### src/rtl/hilbert_mac_sequencer.sv
// Control sequencer for a single-MAC Hilbert FIR: sample write, tap stepping, accumulator strobes.
// Optional macro HILBERT_SKIP_ZERO_TAPS_EN visits only nonzero (odd-offset) taps plus a centre capture slot.
module hilbert_mac_sequencer #(
    parameter int unsigned WIDTH   = 12,
    parameter int unsigned TAPS    = 15,
    parameter int unsigned ADDR_W  = 4,
    parameter int unsigned MAC_LAT = 2
) (
    input  logic              clock,
    input  logic              reset,
    input  logic              in_valid,
    output logic              in_ready,
    input  logic [WIDTH-1:0]  in_data,
    output logic              ram_we,
    output logic [ADDR_W-1:0] ram_waddr,
    output logic [WIDTH-1:0]  ram_wdata,
    output logic [ADDR_W-1:0] ram_raddr,
    output logic [ADDR_W-1:0] coef_idx,
    output logic              acc_clr,
    output logic              acc_en,
    output logic              re_capture,
    output logic              out_valid,
    input  logic              out_ready,
    output logic              busy
);
    localparam int unsigned KW = ADDR_W + 1;
    localparam int unsigned C  = (TAPS - 1) / 2;
    localparam int unsigned DW = $clog2(MAC_LAT + 2);
`ifdef HILBERT_SKIP_ZERO_TAPS_EN
    localparam int unsigned K_FIRST = (C % 2 == 1) ? 0 : 1;
`else
    localparam int unsigned K_FIRST = 0;
`endif

    typedef enum logic [2:0] {CLEAR, IDLE, MAC, DRAIN, DONE} state_t;

    state_t            state;
    logic [ADDR_W-1:0] clr_cnt;
    logic [ADDR_W-1:0] wr_ptr;
    logic [ADDR_W-1:0] head;
    logic [ADDR_W-1:0] k;
    logic [DW-1:0]     drain_cnt;
    logic [KW-1:0]     k_next;
    logic [KW-1:0]     rd_addr;
    logic              k_last;
    logic              s_clr;
    logic              s_en;
    logic              s_cap;
    logic              in_mac;

    assign in_mac = (state == MAC);

    // Next visited tap; skip mode steps over zero coefficients but still stops once at the centre
    always_comb begin
`ifdef HILBERT_SKIP_ZERO_TAPS_EN
        if (k == ADDR_W'(C - 1) || k == ADDR_W'(C)) begin
            k_next = KW'(k) + KW'(1);
        end else begin
            k_next = KW'(k) + KW'(2);
        end
        s_en = in_mac && (k != ADDR_W'(C));
`else
        k_next = KW'(k) + KW'(1);
        s_en   = in_mac;
`endif
        k_last = (k_next >= KW'(TAPS));
        s_clr  = in_mac && (k == ADDR_W'(K_FIRST));
        s_cap  = in_mac && (k == ADDR_W'(C));
        if (head >= k) begin
            rd_addr = KW'(head) - KW'(k);
        end else begin
            rd_addr = KW'(head) + KW'(TAPS) - KW'(k);
        end
    end

    always_ff @(posedge clock or posedge reset) begin
        if (reset) begin
            state     <= CLEAR;
            clr_cnt   <= '0;
            wr_ptr    <= '0;
            head      <= '0;
            k         <= '0;
            drain_cnt <= '0;
        end else begin
            case (state)
                CLEAR: begin
                    if (clr_cnt == ADDR_W'(TAPS - 1)) begin
                        clr_cnt <= '0;
                        state   <= IDLE;
                    end else begin
                        clr_cnt <= clr_cnt + ADDR_W'(1);
                    end
                end
                IDLE: begin
                    if (in_valid) begin
                        head   <= wr_ptr;
                        wr_ptr <= (wr_ptr == ADDR_W'(TAPS - 1)) ? '0 : wr_ptr + ADDR_W'(1);
                        k      <= ADDR_W'(K_FIRST);
                        state  <= MAC;
                    end
                end
                MAC: begin
                    if (k_last) begin
                        k         <= '0;
                        drain_cnt <= '0;
                        state     <= (MAC_LAT == 0) ? DONE : DRAIN;
                    end else begin
                        k <= k_next[ADDR_W-1:0];
                    end
                end
                DRAIN: begin
                    if (drain_cnt == DW'(MAC_LAT - 1)) begin
                        state <= DONE;
                    end else begin
                        drain_cnt <= drain_cnt + DW'(1);
                    end
                end
                DONE: begin
                    if (out_ready) begin
                        state <= IDLE;
                    end
                end
                default: state <= CLEAR;
            endcase
        end
    end

    // Strobes are aligned to the accumulator add stage MAC_LAT cycles after the read address
    generate
        if (MAC_LAT == 0) begin : g_nopipe
            assign acc_clr    = s_clr;
            assign acc_en     = s_en;
            assign re_capture = s_cap;
        end else begin : g_pipe
            logic [2:0] pipe [MAC_LAT];
            always_ff @(posedge clock or posedge reset) begin
                if (reset) begin
                    for (int i = 0; i < int'(MAC_LAT); i++) pipe[i] <= '0;
                end else begin
                    pipe[0] <= {s_clr, s_en, s_cap};
                    for (int i = 1; i < int'(MAC_LAT); i++) pipe[i] <= pipe[i-1];
                end
            end
            assign {acc_clr, acc_en, re_capture} = pipe[MAC_LAT-1];
        end
    endgenerate

    always_comb begin
        ram_we    = 1'b0;
        ram_waddr = wr_ptr;
        ram_wdata = in_data;
        if (state == CLEAR) begin
            ram_we    = 1'b1;
            ram_waddr = clr_cnt;
            ram_wdata = '0;
        end else if (state == IDLE) begin
            ram_we = in_valid;
        end
    end

    assign ram_raddr = in_mac ? rd_addr[ADDR_W-1:0] : '0;
    assign coef_idx  = in_mac ? k : '0;
    assign in_ready  = (state == IDLE);
    assign out_valid = (state == DONE);
    assign busy      = (state != IDLE);

endmodule

### config.mk
export PLATFORM = sky130hd
export DESIGN_NAME = hilbert_mac_sequencer
export DESIGN_NICKNAME = d
export VERILOG_FILES = /design/src/rtl/hilbert_mac_sequencer.sv
export SDC_FILE = /design/constraint.sdc
export NUM_CORES = 1
export LEC_CHECK = 0
export ABC_AREA = 1
export BUFFER_PORTS_ARGS = -buffer_cell sky130_fd_sc_hd__buf_4
export CAP_MARGIN = 30
export CORE_ASPECT_RATIO = 1.75
export CORE_MARGIN = 10
export CORE_UTILIZATION = 45
export DETAILED_ROUTE_END_ITERATION = 12
export PLACE_DENSITY = 0.7
export SYNTH_ARGS = -nofsm -noshare
export SYNTH_HDL_FRONTEND = slang
export SYNTH_SLANG_ARGS = --single-unit
### constraint.sdc
create_clock -name clock -period 3 [get_ports clock]
set_clock_uncertainty 0.2 [all_clocks]
set_input_delay 0.9 -clock clock [delete_from_list [all_inputs] [get_ports clock]]
set_output_delay 0.9 -clock clock [all_outputs]
set_load 0.05 [all_outputs]
# == After elaboration in Yosys (flattened, before gate mapping) ==
# Index checks and enable logic that the tools add are counted.
# totals
reg_bits,27
output_inout_bits,31
word_cells,63
input_bits,16
# classes
reduce_logical,10
magnitude_cmp,2
eq_ne,15
n_addsub,7
n_mux,21
# ops
op,n
two-way mux 4 bit,8
two-way mux 3 bit,5
case mux 3 bit (5 select lines),1
two-way mux 12 bit,1
"inequality test 2 bit, second input constant",5
"adder 4 x 1 -> 4 bit, second input constant",2
"== test 4 bit, second input constant",2
case mux 4 bit (2 select lines),1
subtractor 4 bit,2
"== test 3 x 2 -> 1 bit, second input constant",2
"adder 4 x 1 -> 5 bit, second input constant",1
">= comparator 5 x 4 -> 1 bit, second input constant",1
AND reduction 5 bit,1
"adder 4 bit, second input constant",1
"== test 4 x 3 -> 1 bit, second input constant",1
>= comparator 4 bit,1
logical NOT 4 bit,1
two-way mux 2 bit,2
case mux 2 bit (2 select lines),1
AND reduction 2 bit,2
nonzero test 2 bit,2
"== test 3 x 1 -> 1 bit, second input constant",1
"== test 3 bit, second input constant",1
logical NOT 3 bit,1
other kinds (7),9

# == Depth between registers and ports, before layout ==
# Gate-level depths: netlist of the first run.
# depth
depth_word,4
depth_mapped,11

# == Worst setup path after synthesis of the first run ==
# Ideal clock, no wire load.
# synth_timing
kind,register -> output
startpoint,register k[0]
endpoint,output port ram_raddr[3]
slack_ps,-266
path_stages_with_launch,11
required_time_ps,1900
arrival_ps,2166
path_buffers,0
cell_sequence,dfrtp_1 -> ha_1 -> inv_1 -> fa_1 -> nand2_1 -> nand3_1 -> a21oi_4 -> inv_1 -> nand2_1 -> nand2_1 -> nor2_1
# synth_via
elab_chain_cells,3
elab_cells_between_ends,5
classes_between,add/sub: 2; order compare: 1; mux: 2
# synth_rtl
item,line_no,source
"start, declared",41,logic [ADDR_W-1:0] k;
"start signal, assigned",98,k <= ADDR_W'(K_FIRST);
"start signal, assigned",108,k <= k_next[ADDR_W-1:0];
subtractor 4 bit (tied with other cells),72,rd_addr = KW'(head) + KW'(TAPS) - KW'(k);
two-way mux 4 bit (*),69,if (head >= k) begin
two-way mux 4 bit (*),161,assign ram_raddr = in_mac ? rd_addr[ADDR_W-1:0] : '0;
"end, declared",17,"output logic [ADDR_W-1:0] ram_raddr,"
# Every way passes the cells marked *; elsewhere a longest branch is shown, timed or not.

# == Final worst setup path of the first run ==
# layout_timing
startpoint,register head[0]
endpoint,output port ram_raddr[2]
# layout_via
elab_chain_cells,4
elab_cells_between_ends,6
classes_between,add/sub: 3; order compare: 1; mux: 2
# layout_rtl
item,line_no,source
"start, declared",40,logic [ADDR_W-1:0] head;
"start signal, assigned",96,head <= wr_ptr;
adder 4 bit,72,
subtractor 4 bit,72,
two-way mux 4 bit (*),69,
two-way mux 4 bit (*),161,
# Marked as above.

==> impl_metrics.tcl, run 1 <==
set metrics [dict create \
    hold_path_class "flip-flop to flip-flop" \
    grt_start_max_net_pins 28 \
    crit_fanout 2 \
    yosysWarnings 0 \
    synthCells 233 \
    port_buffers 46 \
    final_antenna_net_count 0 \
    synth_top_area_frac 0.3727 \
    cts-root-buf "clkbuf_8" \
    io_pins 47 \
    layout_worst_path_cycle_share 1.082 \
    place_hpwl_um 3310 \
    violations "negative setup slack" \
    start_util 0.4644 \
    drc 0 \
    min_period_ps 3245 \
    synth_largest_area_cell "dfrtp_1" \
    synth.cell_area_um2 1813 \
    yosysMostFrequentCell "nand2_1" \
    syn-num-nets 260 \
    worstPathArrival_ps 2140 \
    drv_slew 0 \
    fp.dieW_um 67.98 \
    rows 30 \
    die_area_um2 7068 \
    critPathMaxStageDelay_ps 410 \
    worst_slack_ps -244.9 \
    cap_violations 0 \
    synthFlopType "dfrtp_1" \
    ys_async_sr_fraction 1.000 \
    drt_iter0_markers 58 \
    placed_cell_area_um2 2237 \
    finalHoldViolCount 0 \
    finalSetupViolations 4 \
    max-slew-margin-rel 0.7636 \
    clock_path_buffers 2 \
    viasPerCell 4.805 \
    nets 318 \
    cts_sinks 27 \
    ys_types 31 \
    final_area_um2 2452 \
    synth-edff-count 0 \
    critPathTopFamily "buffers and inverters" \
    routed_wl_um 4211 \
    ys_ff_latch 27 \
    crit_required_ps 1900 \
    critPathLaunchType "flip-flop" \
    areaGrowthSynthToFinish_pct 35.27 \
    vias 1624 \
    crit_slowest_cell "dfrtp_1" \
    seq_area_frac_synth 0.3727 \
    yosys-top-cells-count "nand2_1 (48), inv_1 (40), dfrtp_1 (27)" \
    end_kind "output pin" \
    h-tree-depth 1 \
    place_congestion 0.8316 \
    synth_area_leaders "dfrtp_1 (37%), nand2_1 (9.9%), inv_1 (8.3%)" \
    rsz0062_at_grt "true" \
    clock_latency_ps 270 \
    syn_area_per_cell_um2 7.781 \
    grt_overflow 0 \
    grt_pass1_vias 1645 \
    crit_path_cell_trace "inv_2 -> ha_4 -> inv_2 -> fa_2 -> buf_4 -> buf_4 -> xor2_2 -> o21ai_4 -> nor2_4 -> buf_8" \
    clk_pin_slew_ps 100 \
    path_buf_inv 5 \
    fmax_mhz 308.2 \
    wl_per_cell_um 12.46 \
    grt_usage 0.1209 \
    worst_pin_slew_ps 354.6 \
    status "finished, violations left" \
    cts-buffers-inserted 3 \
    preCtsSetupSlack_ps -10.84 \
    critPathKind "flip-flop to output pin" \
    dr.pass1.iters 4 \
    grt_pass1_wl_um 7024 \
    n_antenna_cell 0 \
    cts_tree "yes" \
    dieHeight_um 104.0 \
    coreArea_um2 3904 \
    grt_antenna_before_repair 0 \
    cts_hold_buf 0 \
    layout-drive-gt1-share 0.3690 \
]
layer usage:
| metal | wire length (um) | vias up | part of all wire | track usage |
|---|---|---|---|---|
| met1 | 1531 | 751 | 0.36 | 0.1193 |
| li1 | - | 847 | - | - |
| met3 | 152 | 6 | 0.036 | 0.02050 |
| met2 | 2477 | 20 | 0.59 | 0.2387 |
| met4 | 50 | 0 | 0.012 | 0.02457 |
| met5 | 0 | - | 0 | 0 |
what timing repair did:
action	in CTS	in global routing
buffers inserted	3	3
hold endpoints to repair	0	0
endpoints found under the setup margin	4	4
gates resized for setup	14	16
pin swaps	3	8
metrics by stage:
step	utilization	std cells	hold WS, ps	TNS [ps]
floorplan	-	233	131.2	-43.58
global placement	0.5731	328	131.9	0
detailed placement	0.5731	328	138.9	-19.32
CTS	0.6003	335	161.7	-777.6
global route	0.6282	338	168.6	-1349
finish	0.6282	338	158.2	-857.1
sequential cells by signal (all words and copies together) (netlist names):
register	count
head	4
re_capture	1
drain_cnt	2
wr_ptr	4
clr_cnt	4
g_pipe.pipe	3
acc_clr	1
state	3
k	4
acc_en	1
final timing paths:
check	startpoint	endpoint	cells after the start	slack, ps
setup / recovery	head[0]$_DFFE_PP0P_	ram_raddr[2]	10	-240
hold / removal	g_pipe.pipe[5]$_DFF_PP0_	acc_clr$_DFF_PP0_	0	160
setup reg to reg	k[0]$_DFFE_PP0P_	drain_cnt[1]$_DFFE_PP0P_	10	1120
hold reg to reg	g_pipe.pipe[5]$_DFF_PP0_	acc_clr$_DFF_PP0_	0	160
max in group asynchronous	reset	wr_ptr[1]$_DFFE_PP0P_	3	1850
min in group asynchronous	reset	clr_cnt[0]$_DFFE_PP0P_	3	480
cell usage in the layout, fill, tap and decap left out, drive strengths merged, types with 2 or more instances in the layout:
master,instances
xor2,2
ha,9
inv,48
clkbuf,3
o22ai,5
nand4,2
nand3,18
fa,2
buf,57
nand2,55
o21ai,14
nor2,31
nor3,3
a21oi,9
dfrtp,27
layout make-up:
cell class              count  area [um2]
well taps                  48       60.06
clock inverters             1       5.005
fillers                   361        1451
inverters                  48       182.7
repair buffers             57       462.9
flip-flops and latches     27       675.6
clock buffers               3       41.29
multi-input cells         154        1025
cell families (layout without fill, tap and decap cells):
group / Yosys count / in the layout / share of synthesized area
simple gates: 109 / 109 / 0.3043
xor+xnor: 2 / 2 / 0.009664
buf+inv: 52 / 109 / 0.1222
flops: 27 / 27 / 0.3727
compound gates: 32 / 32 / 0.1070
fa+ha+maj: 11 / 11 / 0.08420
Power of run 1 is not shown: default switching activity piles up to over one toggle a cycle in this logic, so the estimate is an artifact.
==> run 2, diff against run 1 <==
Settings changed: CTS_BUF_LIST set to sky130_fd_sc_hd__clkbuf_4.
==> run 2 against run 1 <==
Net effect:
- worst setup slack worse by 43 ps
- sequential share of layout area is 0.11 points higher
- via count is 1.2% higher
- die area stayed put
- wire length is 1.1% higher
- critical path type unchanged
- global-route usage is 0.15 points higher
- first-iteration DRC count is 16% lower
- design area is 0.20% lower
- core utilization is 0.13 points lower
- the flow still finishes with violations (negative setup slack)
- non-clock buffer count is 4 higher
- sequential cell count stayed put
==> impl_metrics.tcl, run 2 (synthesis gave the netlist of run 1 again) <==
set metrics [dict create \
    rows 30 \
    grt_start_max_net_pins 28 \
    top_layer "met4" \
    final_antenna_net_count 0 \
    cts_tree "yes" \
    finalHoldViolCount 0 \
    wl_per_cell_um 12.45 \
    io_pins 47 \
    dr.pass1.iters 4 \
    nets 322 \
    layout_common_cells "buf_4 (56), nand2_1 (45), inv_1 (38)" \
    grt_antenna_before_repair 0 \
    h-tree-depth 1 \
    r2r_start "k[0]$_DFFE_PP0P_" \
    coreArea_um2 3904 \
    critPathKind "flip-flop to output pin" \
    cap_violations 0 \
    port_buffers 46 \
    dr_wl_met2_um 2568 \
    grt_usage 0.1223 \
    finalSetupViolations 4 \
    violations "negative setup slack" \
    drc 0 \
    clock_path_buffers 2 \
    drv_slew 0 \
    place_congestion 0.8316 \
    status "finished, violations left" \
    min_period_ps 3288 \
    worst_slack_ps -288.4 \
    drt_iter0_markers 49 \
    cts-buffers-inserted 3 \
    die_area_um2 7068 \
    clk_pin_slew_ps 160 \
    grt_pass1_vias 1658 \
    wl_met1_um 1534 \
    layout_worst_path_cycle_share 1.096 \
    setup_tns_ps -1052 \
    place_hpwl_um 3310 \
    worstSetupStartpoint "head[0]$_DFFE_PP0P_" \
    clock_latency_ps 330 \
    fp.dieW_um 67.98 \
    areaGrowthSynthToFinish_pct 34.99 \
    end_kind "output pin" \
    max-slew-margin-rel 0.7653 \
    min-delay-start "g_pipe.pipe[5]$_DFF_PP0_" \
    n_antenna_cell 0 \
    crit_path_cell_trace "inv_2 -> ha_4 -> inv_2 -> fa_2 -> nand2_2 -> nand3_2 -> a21oi_4 -> buf_12 -> nand2_4 -> o21ai_4 -> nor2_4 -> buf_8" \
    holdWs_ps 170.7 \
    hold_path_class "flip-flop to flip-flop" \
    grt_overflow 0 \
    rsz0062_at_grt "true" \
    worstPathArrival_ps 2190 \
    viasPerCell 4.804 \
    dieHeight_um 104.0 \
    cts_hold_buf 0 \
    met3_length_um 129 \
    routed_wl_um 4258 \
    preCtsSetupSlack_ps -10.84 \
    critPathMaxStageDelay_ps 430 \
    layout-drive-gt1-share 0.3741 \
    cts_sinks 27 \
    worst_pin_slew_ps 352.1 \
    fin_util 0.6269 \
    crit_required_ps 1900 \
    crit_slowest_cell "dfrtp_1" \
    vias 1643 \
    grt_pass1_wl_um 7065 \
    fmax_mhz 304.1 \
    start_util 0.4644 \
    critPathLaunchType "flip-flop" \
    final_common_cell "buf_4" \
    crit_path_frequent_cell "inv_2" \
    crit_fanout 6 \
    cts-root-buf "clkbuf_4" \
]
==> run 2: cell count changes in the layout (fill, tap and decap cells not counted), sizes merged <==
cell	before	now
buf	57	61
==> run 2: what timing repair did <==
action                                  4_1_cts  5_1_grt
gates cloned                                  0        0
pin swaps                                     3        2
resized for setup                            13       15
endpoints found under the setup margin        4        7
setup buffers                                 4        6
==> run 2: cell type report <==
cell class              count  area, um2
clock buffers               3      22.52
clock inverters             1      5.005
fillers                   369       1456
inverters                  48      185.2
multi-input cells         154       1005
flip-flops and latches     27      676.9
well taps                  48      60.06
repair buffers             61      493.0
==> run 2: through the flow <==
step / instances / area [um2]
6_report: 342 / 2447
5_1_grt: 342 / 2447
4_1_cts: 336 / 2330
3_5_place_dp: 328 / 2237
3_3_place_gp: 328 / 2237
2_1_floorplan: 233 / 1833
==> run 2: worst paths after layout <==
path                                             to  slack [ps]  depth (start not counted)
setup / recovery                       ram_raddr[2]        -290                         12
hold / removal                    acc_clr$_DFF_PP0_         170                          0
setup reg to reg           drain_cnt[1]$_DFFE_PP0P_        1130                         10
hold reg to reg                   acc_clr$_DFF_PP0_         170                          0
max in group asynchronous      state[0]$_DFFE_PP0P_        1910                          3
min in group asynchronous       head[0]$_DFFE_PP0P_         410                          3
==> run 2: routing by layer <==
metal / track usage / vias to the layer above
met3: 0.02050 / 2
li1: - / 853
met2: 0.2367 / 19
met1: 0.1219 / 769
met4: 0.03324 / 0
met5: 0 / -
==> run 2: worst max-delay path: cells and delay by family (launching register included) <==
kind	cells	cell delay (ps)
adder cells (fa/ha/maj)	2	470
AO/OA/AOI/OAI	2	260
AND/OR/NAND/NOR	4	260
flip-flops	1	430
buffers and inverters	4	430
Power of run 2 is left out for the same reason.
